[src/rtl/uart_io.sv]
// 8N1 UART front end for the core control FSM: one-shot byte send/receive
// requests, with a free-running receiver that buffers bytes in a small FIFO.
module uart_io #(
  parameter int CLK_PER_BIT  = 868,
  parameter int RXFIFO_DEPTH = 16
) (
  input  logic       i_clk,
  input  logic       i_rstn,
  input  logic       i_uart_go,
  input  logic       i_rors,
  input  logic [7:0] i_sdata,
  output logic [7:0] o_rdata,
  output logic       o_uart_done,
  output logic       o_txd,
  input  logic       i_rxd,
  output logic       o_rx_overrun,
  output logic       o_rx_ferr
);

  localparam int AW = $clog2(RXFIFO_DEPTH);
  localparam logic [15:0] BIT_LAST  = 16'(CLK_PER_BIT - 1);
  localparam logic [15:0] HALF_LAST = 16'(CLK_PER_BIT / 2 - 1);
  localparam logic [15:0] DONE_AT   = 16'(CLK_PER_BIT - 2);

  localparam logic [1:0] S_IDLE   = 2'd0;
  localparam logic [1:0] S_TXBUSY = 2'd1;
  localparam logic [1:0] S_RXWAIT = 2'd2;

  localparam logic [1:0] RS_IDLE  = 2'd0;
  localparam logic [1:0] RS_START = 2'd1;
  localparam logic [1:0] RS_DATA  = 2'd2;
  localparam logic [1:0] RS_STOP  = 2'd3;

  logic [1:0]  r_state;
  logic        r_done;
  logic [7:0]  r_rdata;
  logic        r_txd;
  logic [8:0]  r_tx_shift;
  logic [15:0] r_tx_cnt;
  logic [3:0]  r_tx_bit;

  logic        r_rx_s1;
  logic        r_rx_s2;
  logic        r_rx_prev;
  logic [1:0]  r_rx_state;
  logic [15:0] r_rx_cnt;
  logic [2:0]  r_rx_bit;
  logic [7:0]  r_rx_shift;
  logic        r_overrun;
  logic        r_ferr;

  logic [7:0]  r_fifo [RXFIFO_DEPTH];
  logic [AW:0] r_wr_ptr;
  logic [AW:0] r_rd_ptr;

  logic        w_empty;
  logic        w_full;
  logic        w_push_req;
  logic        w_want_pop;
  logic        w_pop;
  logic        w_push;
  logic        w_write;
  logic        w_read;
  logic        w_drop;
  logic [7:0]  w_head;

  assign w_empty    = (r_wr_ptr == r_rd_ptr);
  assign w_full     = (r_wr_ptr[AW] != r_rd_ptr[AW]) &&
                      (r_wr_ptr[AW-1:0] == r_rd_ptr[AW-1:0]);
  assign w_push_req = (r_rx_state == RS_STOP) && (r_rx_cnt == BIT_LAST) && r_rx_s2;
  assign w_want_pop = ((r_state == S_IDLE) && i_uart_go && !i_rors) ||
                      ((r_state == S_RXWAIT) && !r_done);
  assign w_pop      = w_want_pop && (!w_empty || w_push_req);
  // An empty FIFO receiving a byte while a read is waiting hands it straight through.
  assign w_head     = w_empty ? r_rx_shift : r_fifo[r_rd_ptr[AW-1:0]];
  assign w_push     = w_push_req && (!w_full || w_pop);
  assign w_write    = w_push && !(w_pop && w_empty);
  assign w_read     = w_pop && !w_empty;
  assign w_drop     = w_push_req && w_full && !w_pop;

  always_ff @(posedge i_clk) begin
    if (!i_rstn) begin
      r_state    <= S_IDLE;
      r_done     <= 1'b0;
      r_rdata    <= 8'h00;
      r_txd      <= 1'b1;
      r_tx_shift <= 9'h1ff;
      r_tx_cnt   <= 16'd0;
      r_tx_bit   <= 4'd0;
    end else begin
      case (r_state)
        S_IDLE: begin
          r_done <= 1'b0;
          if (i_uart_go) begin
            if (i_rors) begin
              r_state    <= S_TXBUSY;
              r_txd      <= 1'b0;
              r_tx_shift <= {1'b1, i_sdata};
              r_tx_cnt   <= 16'd0;
              r_tx_bit   <= 4'd0;
            end else begin
              r_state <= S_RXWAIT;
              if (w_pop) begin
                r_done  <= 1'b1;
                r_rdata <= w_head;
              end
            end
          end
        end
        S_TXBUSY: begin
          // Done is raised so that it coincides with the final stop-bit cycle.
          r_done <= (r_tx_bit == 4'd9) && (r_tx_cnt == DONE_AT);
          if (r_tx_cnt == BIT_LAST) begin
            r_tx_cnt <= 16'd0;
            if (r_tx_bit == 4'd9) begin
              r_state <= S_IDLE;
              r_txd   <= 1'b1;
            end else begin
              r_tx_bit   <= r_tx_bit + 4'd1;
              r_txd      <= r_tx_shift[0];
              r_tx_shift <= {1'b1, r_tx_shift[8:1]};
            end
          end else begin
            r_tx_cnt <= r_tx_cnt + 16'd1;
          end
        end
        S_RXWAIT: begin
          if (r_done) begin
            r_done  <= 1'b0;
            r_state <= S_IDLE;
          end else if (w_pop) begin
            r_done  <= 1'b1;
            r_rdata <= w_head;
          end
        end
        default: begin
          r_state <= S_IDLE;
          r_done  <= 1'b0;
          r_txd   <= 1'b1;
        end
      endcase
    end
  end

  always_ff @(posedge i_clk) begin
    if (!i_rstn) begin
      r_rx_s1    <= 1'b1;
      r_rx_s2    <= 1'b1;
      r_rx_prev  <= 1'b1;
      r_rx_state <= RS_IDLE;
      r_rx_cnt   <= 16'd0;
      r_rx_bit   <= 3'd0;
      r_rx_shift <= 8'h00;
      r_overrun  <= 1'b0;
      r_ferr     <= 1'b0;
    end else begin
      r_rx_s1   <= i_rxd;
      r_rx_s2   <= r_rx_s1;
      r_rx_prev <= r_rx_s2;
      if (w_drop) begin
        r_overrun <= 1'b1;
      end
      case (r_rx_state)
        RS_IDLE: begin
          r_rx_cnt <= 16'd0;
          if (r_rx_prev && !r_rx_s2) begin
            r_rx_state <= RS_START;
          end
        end
        RS_START: begin
          if (r_rx_cnt == HALF_LAST) begin
            r_rx_cnt   <= 16'd0;
            r_rx_bit   <= 3'd0;
            r_rx_state <= r_rx_s2 ? RS_IDLE : RS_DATA;
          end else begin
            r_rx_cnt <= r_rx_cnt + 16'd1;
          end
        end
        RS_DATA: begin
          if (r_rx_cnt == BIT_LAST) begin
            r_rx_cnt   <= 16'd0;
            r_rx_shift <= {r_rx_s2, r_rx_shift[7:1]};
            if (r_rx_bit == 3'd7) begin
              r_rx_state <= RS_STOP;
            end else begin
              r_rx_bit <= r_rx_bit + 3'd1;
            end
          end else begin
            r_rx_cnt <= r_rx_cnt + 16'd1;
          end
        end
        RS_STOP: begin
          if (r_rx_cnt == BIT_LAST) begin
            r_rx_cnt   <= 16'd0;
            r_rx_state <= RS_IDLE;
            if (!r_rx_s2) begin
              r_ferr <= 1'b1;
            end
          end else begin
            r_rx_cnt <= r_rx_cnt + 16'd1;
          end
        end
        default: begin
          r_rx_state <= RS_IDLE;
          r_rx_cnt   <= 16'd0;
        end
      endcase
    end
  end

  always_ff @(posedge i_clk) begin
    if (!i_rstn) begin
      r_wr_ptr <= '0;
      r_rd_ptr <= '0;
    end else begin
      if (w_write) begin
        r_wr_ptr <= r_wr_ptr + {{AW{1'b0}}, 1'b1};
      end
      if (w_read) begin
        r_rd_ptr <= r_rd_ptr + {{AW{1'b0}}, 1'b1};
      end
    end
  end

  always_ff @(posedge i_clk) begin
    if (w_write) begin
      r_fifo[r_wr_ptr[AW-1:0]] <= r_rx_shift;
    end
  end

  assign o_rdata      = r_rdata;
  assign o_uart_done  = r_done;
  assign o_txd        = r_txd;
  assign o_rx_overrun = r_overrun;
  assign o_rx_ferr    = r_ferr;

endmodule
[config.mk]
export PLATFORM = sky130hd
export DESIGN_NAME = uart_io
export DESIGN_NICKNAME = d
export VERILOG_FILES = /design/src/rtl/uart_io.sv
export SDC_FILE = /design/constraint.sdc
export NUM_CORES = 1
export LEC_CHECK = 0
export ABC_CLOCK_PERIOD_IN_PS = 2029
export BUFFER_PORTS_ARGS = -buffer_cell sky130_fd_sc_hd__buf_2
export CAP_MARGIN = 20
export CORE_MARGIN = 2
export CORE_UTILIZATION = 40
export CTS_CLUSTER_SIZE = 20
export DETAILED_ROUTE_END_ITERATION = 6
export PLACE_DENSITY = 0.64
export RECOVER_POWER = 100
export SLEW_MARGIN = 30
export SYNTH_ARGS = -nofsm -noshare
export SYNTH_HDL_FRONTEND = slang
export SYNTH_SLANG_ARGS = --single-unit
[constraint.sdc]
create_clock -name i_clk -period 2.03 [get_ports i_clk]
set_input_delay 0.1015 -clock i_clk [delete_from_list [all_inputs] [get_ports i_clk]]
set_output_delay 0.1015 -clock i_clk [all_outputs]
set_load 0.02 [all_outputs]
==> impl_metrics.csv, run 1 <==
group,metric,value,unit
floorplan,die_w,156,um
sta,period_share,98.1,%
min_path,hold_path_class,"in -> reg",
yosys,synth-edff-count,128,
yosys,synth_cell_type_count,69,
layout,drive_above_1_share,25.0,%
clock_network,clock-sinks,216,
sta,max_freq,502,MHz
yosys,synth_top_family_by_area,"simple AND/OR/NAND/NOR gates",
yosys,synthTopCellsByArea,"edfxtp_1, dfxtp_1, mux4_2",
global_routing,grt_pass1_wl,31500,um
sta,skew,0.0247,ns
layout,num_antenna_cells,0,
yosys,synthTopCellsByCount,"edfxtp_1, dfxtp_1, nor2_1",
sta,hold_viol,0,
status,status,"completed",
layout,finish.instance_area,11200,um2
yosys,synth_mux_area_share,10.6,%
yosys,ys.warnings.count,0,
clock_network,ctsRootBufferMaster,"clkbuf_16",
yosys,synthXorXnorAreaFrac,3.49,%
routing,drt-vias-per-instance,5.53,
pwr,p_int,7.40,mW
routing,route.met3.wl,766,um
global_routing,grt_max_degree,33,
critical_path,crit_fanout,16,
yosys,syn_inst,689,
pwr,swShare,20.3,%
floorplan,die_h,156,um
yosys,syn_nets,715,
floorplan,dieArea,24400,um2
yosys,synth.most_common_cell,"edfxtp_1",
pwr,p_sw,1.88,mW
sta,worst_pin_slew,0.731,ns
yosys,synthAdderAreaFrac,1.75,%
routing,avgRoutedWirePerCell,18.7,um
global_routing,antenna_found_initial,0,
placed_design,port_buffers,24,
clock_network,path_clk_slew,0.06,ns
layout,fin_util,49.2,%
yosys,synthFlopType,"edfxtp_1",
floorplan,core.rowCount,55,
routing,highest_layer,"met4",
routing,wl_met1,8740,um
floorplan,io_pins,25,
pwr,pwr-share-clk,47.3,%
clock_network,cts_tree,"built",
yosys,yosysSeqAreaShare,60.4,%
routing,drt-total-wl,20300,um
sta,tns,0,ns
yosys,synth_seq_cells,216,
critical_path,worstPathArrival,2.21,ns
job,cap_violations,0,
placed_design,dp.cells,1029,
critical_path,worstSetupPathType,"reg -> reg",
global_routing,gr-total-overflow,0,
pwr,p_leak,3.83,nW
sta,holdWs,0.0262,ns
critical_path,startpoint_type,"flop",
clock_network,cts_max_path_buffers,3,
placed_design,placed_area,10200,um2
clock_network,cts_htree_levels,1,
sta,setup_viol,0,
pwr,power_density,831,nW/um2
sta,rsz0062_at_grt,"true",
yosys,synth_compound_area_share,8.34,%
critical_path,cp.required,2.25,ns
routing,drtAntennaViolNets,0,
yosys,synth_top_area_cell,"edfxtp_1",
yosys,synthArstFlopShare,0,%
routing,drt_iter0_markers,391,
clock_network,clk_latency,0.52,ns
global_routing,first_global_vias,5900,
routing,drt_pass1_iterations,5,
layout,final_nets,810,
layout,fillers,1924,
sta,slew_headroom,51.2,%
yosys,syn_area_per_cell,13.5,um2
routing,num_vias,6002,
pwr,seq_power_share,49.9,%
floorplan,start_util,40.9,%
routing,drcViolationCount,0,
yosys,yosys.area_share.simple,12.7,%
routing,dr_wl_met2,10400,um
clock_network,cts_buffers,23,
sta,period_needed,1.99,ns
floorplan,fp.coreArea,22700,um2
layout,multi_input_area,3510,um2
global_routing,grt.total_usage,16.4,%
yosys,synth_top_area_share,41.4,%
critical_path,end_kind,"flop",
yosys,synth_area,9280,um2
layout,syn_to_final_growth,20.3,%
pwr,peakVddDrop,614,uV
layout,seqCellArea,5610,um2
layout,final_cells,1086,
placed_design,post-dp-hpwl,13900,um
placed_design,gp_congestion,0.843,
pwr,power_frac_comb,2.8,%
sta,slew_violations,0,
layout by cell type, fill, tap and decap left out, types with 4 or more instances in the layout:
master	count
a211oi_1	5
clkbuf_1	25
o211ai_1	9
o221a_2	8
bufinv_16	4
ha_1	13
edfxtp_1	128
inv_1	13
clkinv_1	4
buf_6	5
nor4_1	5
nor2_2	5
dfxtp_1	85
buf_12	7
and3_1	12
a22oi_1	25
a21oi_1	20
mux2_2	7
mux2i_1	18
nand3_1	26
nand2b_1	8
buf_2	11
nand2_1	32
nor3_1	12
and2_1	4
nor2b_1	7
nor2_1	51
mux4_2	32
o21ai_0	17
and3_4	10
nand4_1	9
dlygate4sd3_1	11
xnor2_1	11
xor2_1	21
buf_4	50
clkbuf_16	24
worst max-delay path, stage by stage (launching register included):
cell and delay (ns):
dfxtp_2 0.33, nor4_4 0.30, and4_1 0.25, nand4_1 0.14
a21oi_2 0.20, buf_12 0.16, and3_1 0.18, buf_6 0.14
registers in the layout (all words and copies together) (netlist names), 2 cells and up, named ones only:
register	cells
r_rx_cnt	16
r_wr_ptr	5
r_rx_bit	3
r_fifo	128
r_tx_bit	4
r_tx_shift	8
r_rx_shift	8
r_tx_cnt	16
r_rd_ptr	5
r_state	2
o_rdata	8
power by group through the flow:
stage          clock [mW]  sequential [mW]  combinational, mW
6_report             4.39             4.63              0.262
5_1_grt              4.63             4.63              0.289
4_1_cts              4.47             4.63              0.260
3_5_place_dp            0             4.72              0.243
3_3_place_gp            0             4.72              0.235
2_1_floorplan           0             4.72              0.169
through the flow:
| step | setup WS, ns | total power, mW |
|---|---|---|
| finish | 0.0395 | 9.28 |
| global route | -0.0695 | 9.55 |
| CTS | 0.00121 | 9.36 |
| detailed placement | 0.0104 | 4.97 |
| global placement | 0.0364 | 4.96 |
| floorplan | 0.00602 | 4.89 |
cell families after synthesis:
family,after synthesis
AND/OR/NAND/NOR,213
buffers and inverters,49
flip-flops,216
AO/OA/AOI/OAI,107
XOR/XNOR,34
multiplexers,57
adder cells (fa/ha/maj),13
layout make-up:
type                       count  area share [%]
clock buffer                  30            5.57
clock inverter                12            1.55
inverter                      13           0.437
multi-input combinational    424            31.5
sequential                   216            50.3
tap                          285            3.19
timing repair buffer         106            7.54
timing repair:
action                                  4_1_cts  5_1_grt
gates resized for setup                       2       14
buffers inserted                              1        2
pin swaps                                     1        3
endpoints found under the setup margin       40      170
gates cloned                                  0        1
hold buffers                                 11        0
hold endpoints to repair                     18        0
worst paths after layout:
kind | depth (start not counted) | slack [ns] | end | from
worst max-delay path | 7 | 0.04 | r_fifo[1][0] | r_rx_cnt[10]
worst min register to register | 1 | 0.42 | r_rx_s2 | r_rx_s1
worst min-delay path | 4 | 0.03 | r_tx_bit[3] | i_rors
worst max register to register | 7 | 0.04 | r_fifo[1][0] | r_rx_cnt[10]
routing by layer:
metal | track usage, % | vias up
met1 | 20.9 | 2991
met3 | 2.46 | 31
met5 | 0 | -
li1 | - | 2835
met4 | 4.24 | 0
met2 | 29.0 | 145
Power figures use the tool's default switching activity.
==> inputs of run 2 (changes only) <==
--- a/config.mk
+++ b/config.mk
@@ -12,7 +12,7 @@
 export CORE_UTILIZATION = 40
 export CTS_CLUSTER_SIZE = 20
 export DETAILED_ROUTE_END_ITERATION = 6
-export PLACE_DENSITY = 0.64
+export PLACE_DENSITY = 0.67
 export RECOVER_POWER = 100
 export SLEW_MARGIN = 30
 export SYNTH_ARGS = -nofsm -noshare
==> run 2 against run 1 <==
Against the previous run: global-route usage shrank 0.23 points; combinational power grew 3%; wire length fell by 2.7%; non-clock buffer count increased by 2; power up 0.36%; via count is 1.5% lower; final cell count grew 0.18%; die area unchanged; cell area fell by 0.12%; critical path depth up 1; largest cell class unchanged; largest power group unchanged.
==> impl_metrics.csv, run 2 (same netlist as run 1, synthesis figures left out) <==
group,metric,value,unit
status,status,"completed",
layout,final_cell_mix,"edfxtp_1, dfxtp_1, nor2_1",
sta,rsz0062_at_grt,"true",
critical_path,path_cells,"ha_1 > and3b_2 > and4_4 > nand4_1 > a21oi_2 > buf_12 > and3_1 > buf_6",
clock_network,ctsRootBufferMaster,"clkbuf_16",
layout,largest_reg_flops,128,
clock_network,cts_max_path_buffers,3,
critical_path,cp.required,2.25,ns
critical_path,cp_slowest_cell,"dfxtp_2",
routing,drt_iter0_markers,397,
sta,max_freq,502,MHz
sta,holdWs,0.0574,ns
routing,drt-vias-per-instance,5.43,
critical_path,crit_fanout,16,
floorplan,die_h,156,um
sta,hold_viol,0,
sta,skew,0.0226,ns
placed_design,port_buffers,24,
sta,period_needed,1.99,ns
min_path,hold_path_class,"in -> reg",
sta,period_share,98.1,%
floorplan,dieArea,24400,um2
global_routing,grt_pass1_wl,31000,um
clock_network,cts_htree_levels,1,
layout,final_common_cell,"edfxtp_1",
routing,drt-total-wl,19800,um
layout,syn_to_final_growth,20.2,%
clock_network,clk_latency,0.52,ns
layout,drive_above_1_share,24.9,%
global_routing,grt.total_usage,16.1,%
clock_network,clock-sinks,216,
floorplan,start_util,40.9,%
routing,drcViolationCount,0,
routing,num_vias,5912,
layout,fillers,1979,
pwr,power_density,835,nW/um2
clock_network,cts_tree,"built",
sta,slew_headroom,45.5,%
placed_design,dp.cells,1034,
placed_design,post-dp-hpwl,13500,um
layout,fin_util,49.1,%
global_routing,antenna_found_initial,0,
global_routing,gr-total-overflow,0,
floorplan,io_pins,25,
pwr,peakVddDrop,607,uV
pwr,p_leak,3.81,nW
job,cap_violations,0,
global_routing,first_global_vias,5726,
placed_design,gp_congestion,0.782,
critical_path,cpPeakStageDelay,0.33,ns
routing,avgRoutedWirePerCell,18.2,um
sta,worst_pin_slew,0.817,ns
layout,multi_input_area,3500,um2
floorplan,fp.coreArea,22700,um2
layout,final_nets,812,
critical_path,worstSetupPathType,"reg -> reg",
sta,slew_violations,0,
layout,final_cells,1088,
clock_network,path_clk_slew,0.06,ns
layout,seqCellArea,5620,um2
clock_network,cts_buffers,23,
routing,drt_pass1_iterations,4,
critical_path,startpoint_type,"flop",
sta,setup_viol,0,
clock_network,post_cts_buffers,0,
global_routing,grt_max_degree,33,
layout,num_antenna_cells,0,
critical_path,worstPathArrival,2.22,ns
floorplan,die_w,156,um
critical_path,end_kind,"flop",
routing,drtAntennaViolNets,0,
floorplan,core.rowCount,55,
pwr,power,9.31,mW
[run 2: cell count changes in the layout (fill, tap and decap cells not counted), moves of 3 or more]
| cell | before | now |
|---|---|---|
| clkbuf_2 | 1 | 7 |
| dfxtp_1 | 85 | 82 |
| buf_4 | 50 | 47 |
| dfxtp_2 | 2 | 5 |
[run 2: through the flow]
step	setup TNS, ns	setup WS [ns]	area, um2
5_1_grt	-1.94	-0.0440	11200
3_3_place_gp	0	0.0290	10200
4_1_cts	0	0.00149	11200
3_5_place_dp	-0.296	-0.0451	10200
6_report	0	0.0378	11200
2_1_floorplan	0	0.00602	9360
[run 2: timing repair]
item | in CTS | in global routing
hold buffers | 12 | 0
resized for setup | 1 | 17
setup endpoints to repair | 8 | 160
pin swaps | 0 | 1
endpoints found under the hold margin | 16 | 0
[run 2: critical path: cells and delay by family (launching register included)]
kind	cells	cell delay [ns]
buffers and inverters	2	0.30
adders and majority gates	1	0.16
AOI/OAI and AO/OA	1	0.20
and+or+nand+nor	4	0.71
DFF	1	0.33
[run 2: report_power, final]
part,leakage [nW],internal [mW],switching [mW]
combinational,1.52,0.113,0.157
sequential,1.90,4.61,0.0181
clock,0.392,2.75,1.67
[run 2: routing by layer]
metal / up-vias / part of all wire, % / global-route usage (%)
li1: 2833 / - / -
met1: 2894 / 45 / 22.3
met2: 136 / 47 / 25.8
met3: 49 / 3.9 / 2.22
met4: 0 / 3.7 / 6.20
met5: - / 0 / 0
[run 2: area by class of cell]
type                            count  share of cell area [%]
Inverter                           13                   0.438
Sequential cell                   216                    50.3
Multi-Input combinational cell    424                    31.4
Clock inverter                     10                    1.42
Timing Repair Buffer              108                    7.37
Tap cell                          285                    3.20
Clock buffer                       32                    5.82
[run 2: worst paths after layout]
| check | start | endpoint | slack, ns | cells after the start |
|---|---|---|---|---|
| hold / removal | i_rors | r_tx_bit[3] | 0.06 | 4 |
| setup reg to reg | r_rx_cnt[0] | r_fifo[1][5] | 0.04 | 8 |
| hold reg to reg | r_rx_s1 | r_rx_s2 | 0.43 | 1 |
| setup / recovery | r_rx_cnt[0] | r_fifo[1][5] | 0.04 | 8 |
==> inputs of run 3 (changes only) <==
--- a/config.mk
+++ b/config.mk
@@ -12,8 +12,10 @@
 export CORE_UTILIZATION = 40
 export CTS_CLUSTER_SIZE = 20
 export DETAILED_ROUTE_END_ITERATION = 6
+export MAX_ROUTING_LAYER = met4
 export PLACE_DENSITY = 0.67
 export RECOVER_POWER = 100
+export SETUP_SLACK_MARGIN = 0.02
 export SLEW_MARGIN = 30
 export SYNTH_ARGS = -nofsm -noshare
 export SYNTH_HDL_FRONTEND = slang
==> run 3 against run 2 <==
Against the previous run: sequential power about the same; global-route usage up 0.95 points; critical endpoint is now r_fifo[14][2]; hold slack got worse by 0.029 ns; via count fell by 0.63%; critical path type unchanged.
==> impl_metrics.csv, run 3 (same netlist as run 1, synthesis figures left out) <==
group,metric,value,unit
clock_network,ctsRootBufferMaster,"clkbuf_16",
critical_path,worstSetupPathType,"reg -> reg",
layout,finish.instance_area,11200,um2
critical_path,cp.required,2.25,ns
sta,hold_viol,0,
layout,multi_input_area,3560,um2
routing,drt-vias-per-instance,5.38,
sta,holdWs,0.0283,ns
critical_path,path_cells,"nor4_4 > and4_1 > nand4_1 > a21oi_2 > buf_12 > and3_1 > buf_6",
status,status,"completed",
clock_network,cts_htree_levels,1,
global_routing,grt.total_usage,17.1,%
routing,drtAntennaViolNets,0,
layout,final_common_cell,"edfxtp_1",
placed_design,post-dp-hpwl,13300,um
pwr,power_density,810,nW/um2
critical_path,worstPathArrival,2.19,ns
floorplan,io_pins,25,
sta,period_needed,1.97,ns
sta,rsz0062_at_grt,"true",
floorplan,die_h,156,um
sta,tns,0,ns
placed_design,placed_area,10300,um2
sta,skew,0.0329,ns
layout,final_cells,1093,
routing,drt_pass1_iterations,4,
pwr,peakVddDrop,608,uV
global_routing,first_global_vias,5767,
clock_network,path_clk_slew,0.06,ns
floorplan,fp.coreArea,22700,um2
critical_path,crit_fanout,16,
sta,period_share,97.2,%
min_path,hold_path_depth,4,
global_routing,gr-total-overflow,0,
min_path,hold_path_class,"in -> reg",
floorplan,dieArea,24400,um2
clock_network,clk_latency,0.53,ns
layout,drive_above_1_share,26.2,%
critical_path,end_kind,"flop",
layout,fillers,1952,
placed_design,dp.cells,1036,
routing,num_vias,5875,
global_routing,grt_max_degree,33,
sta,max_freq,507,MHz
routing,drcViolationCount,0,
pwr,p_leak,3.83,nW
clock_network,cts_buffers,24,
global_routing,antenna_found_initial,0,
layout,syn_to_final_growth,20.6,%
critical_path,startpoint_type,"flop",
layout,largest_reg_flops,128,
critical_path,cp_slowest_cell,"dfxtp_2",
global_routing,grt_pass1_wl,31700,um
clock_network,cts_tree,"built",
floorplan,start_util,40.9,%
critical_path,path_buf_inv,2,
critical_path,cp.depth,7,
sta,worst_pin_slew,0.942,ns
routing,avgRoutedWirePerCell,18.1,um
layout,final_cell_mix,"edfxtp_1, dfxtp_1, buf_4",
sta,setup_viol,0,
layout,seqCellArea,5610,um2
routing,drt_iter0_markers,406,
layout,fin_util,49.3,%
floorplan,core.rowCount,55,
layout,final_nets,816,
placed_design,port_buffers,24,
clock_network,cts_max_path_buffers,3,
critical_path,crit_family,"simple AND/OR/NAND/NOR gates",
critical_path,cpPeakStageDelay,0.33,ns
floorplan,die_w,156,um
routing,drt-total-wl,19800,um
clock_network,clock-sinks,216,
job,cap_violations,0,
placed_design,gp_congestion,0.813,
layout,num_antenna_cells,0,
sta,slew_headroom,37.2,%
sta,slew_violations,0,
critical_path,ff2ff_path_depth,7,
## run 3: cell count changes in the layout (fill, tap and decap cells not counted), sizes merged
cell / delta
bufinv: -2
clkinvlp: +2
clkbuf: -10
dlygate4sd3: -1
clkinv: +9
buf: +7
## run 3: timing repair
action	in CTS	in global routing
gates resized for setup	3	22
endpoints found under the setup margin	127	161
pin swaps	0	2
setup buffers	0	2
hold buffers	11	0
hold endpoints to repair	15	0
## run 3: worst paths after layout
path | startpoint | end | slack, ns
max | r_rx_cnt[10] | r_fifo[14][2] | 0.06
min | i_sdata[6] | r_tx_shift[6] | 0.03
max reg2reg | r_rx_cnt[10] | r_fifo[14][2] | 0.06
min reg2reg | r_rx_s1 | r_rx_s2 | 0.46
## run 3: per-stage QoR
stage	worst slack (ns)	total power, mW
6_report	0.0570	9.07
5_1_grt	-0.0173	9.39
4_1_cts	0.0199	9.15
3_5_place_dp	-0.0520	4.99
3_3_place_gp	0.0139	4.98
2_1_floorplan	0.0352	4.89
## run 3: final cells by class
type                            count  share of cell area (%)
Multi-Input combinational cell    424                    31.8
Inverter                           13                   0.436
Clock inverter                     19                    1.42
Tap cell                          285                    3.19
Sequential cell                   216                    50.2
Timing Repair Buffer              111                    7.61
Clock buffer                       25                    5.40
## run 3: worst min-delay path, cell delays in order
cell	delay, ns
buf_2	0.07
mux2_2	0.13
nor3_1	0.03
o21ai_0	0.15
## run 3: routing by layer
metal  vias up  part of all wire [%]  track usage (%)
met3        35                   5.1             2.96
met4         0                   2.6             5.07
met1      2858                    47             23.6
met5         -                     0                -
met2       132                    45             26.0
li1       2850                     -                -
## run 3: power breakdown
| group | switching (mW) | internal (mW) | total (mW) |
|---|---|---|---|
| registers | 0.0188 | 4.61 | 4.63 |
| logic | 0.160 | 0.122 | 0.281 |
| clock network | 1.73 | 2.42 | 4.16 |
| total | 1.91 | 7.16 | 9.07 |
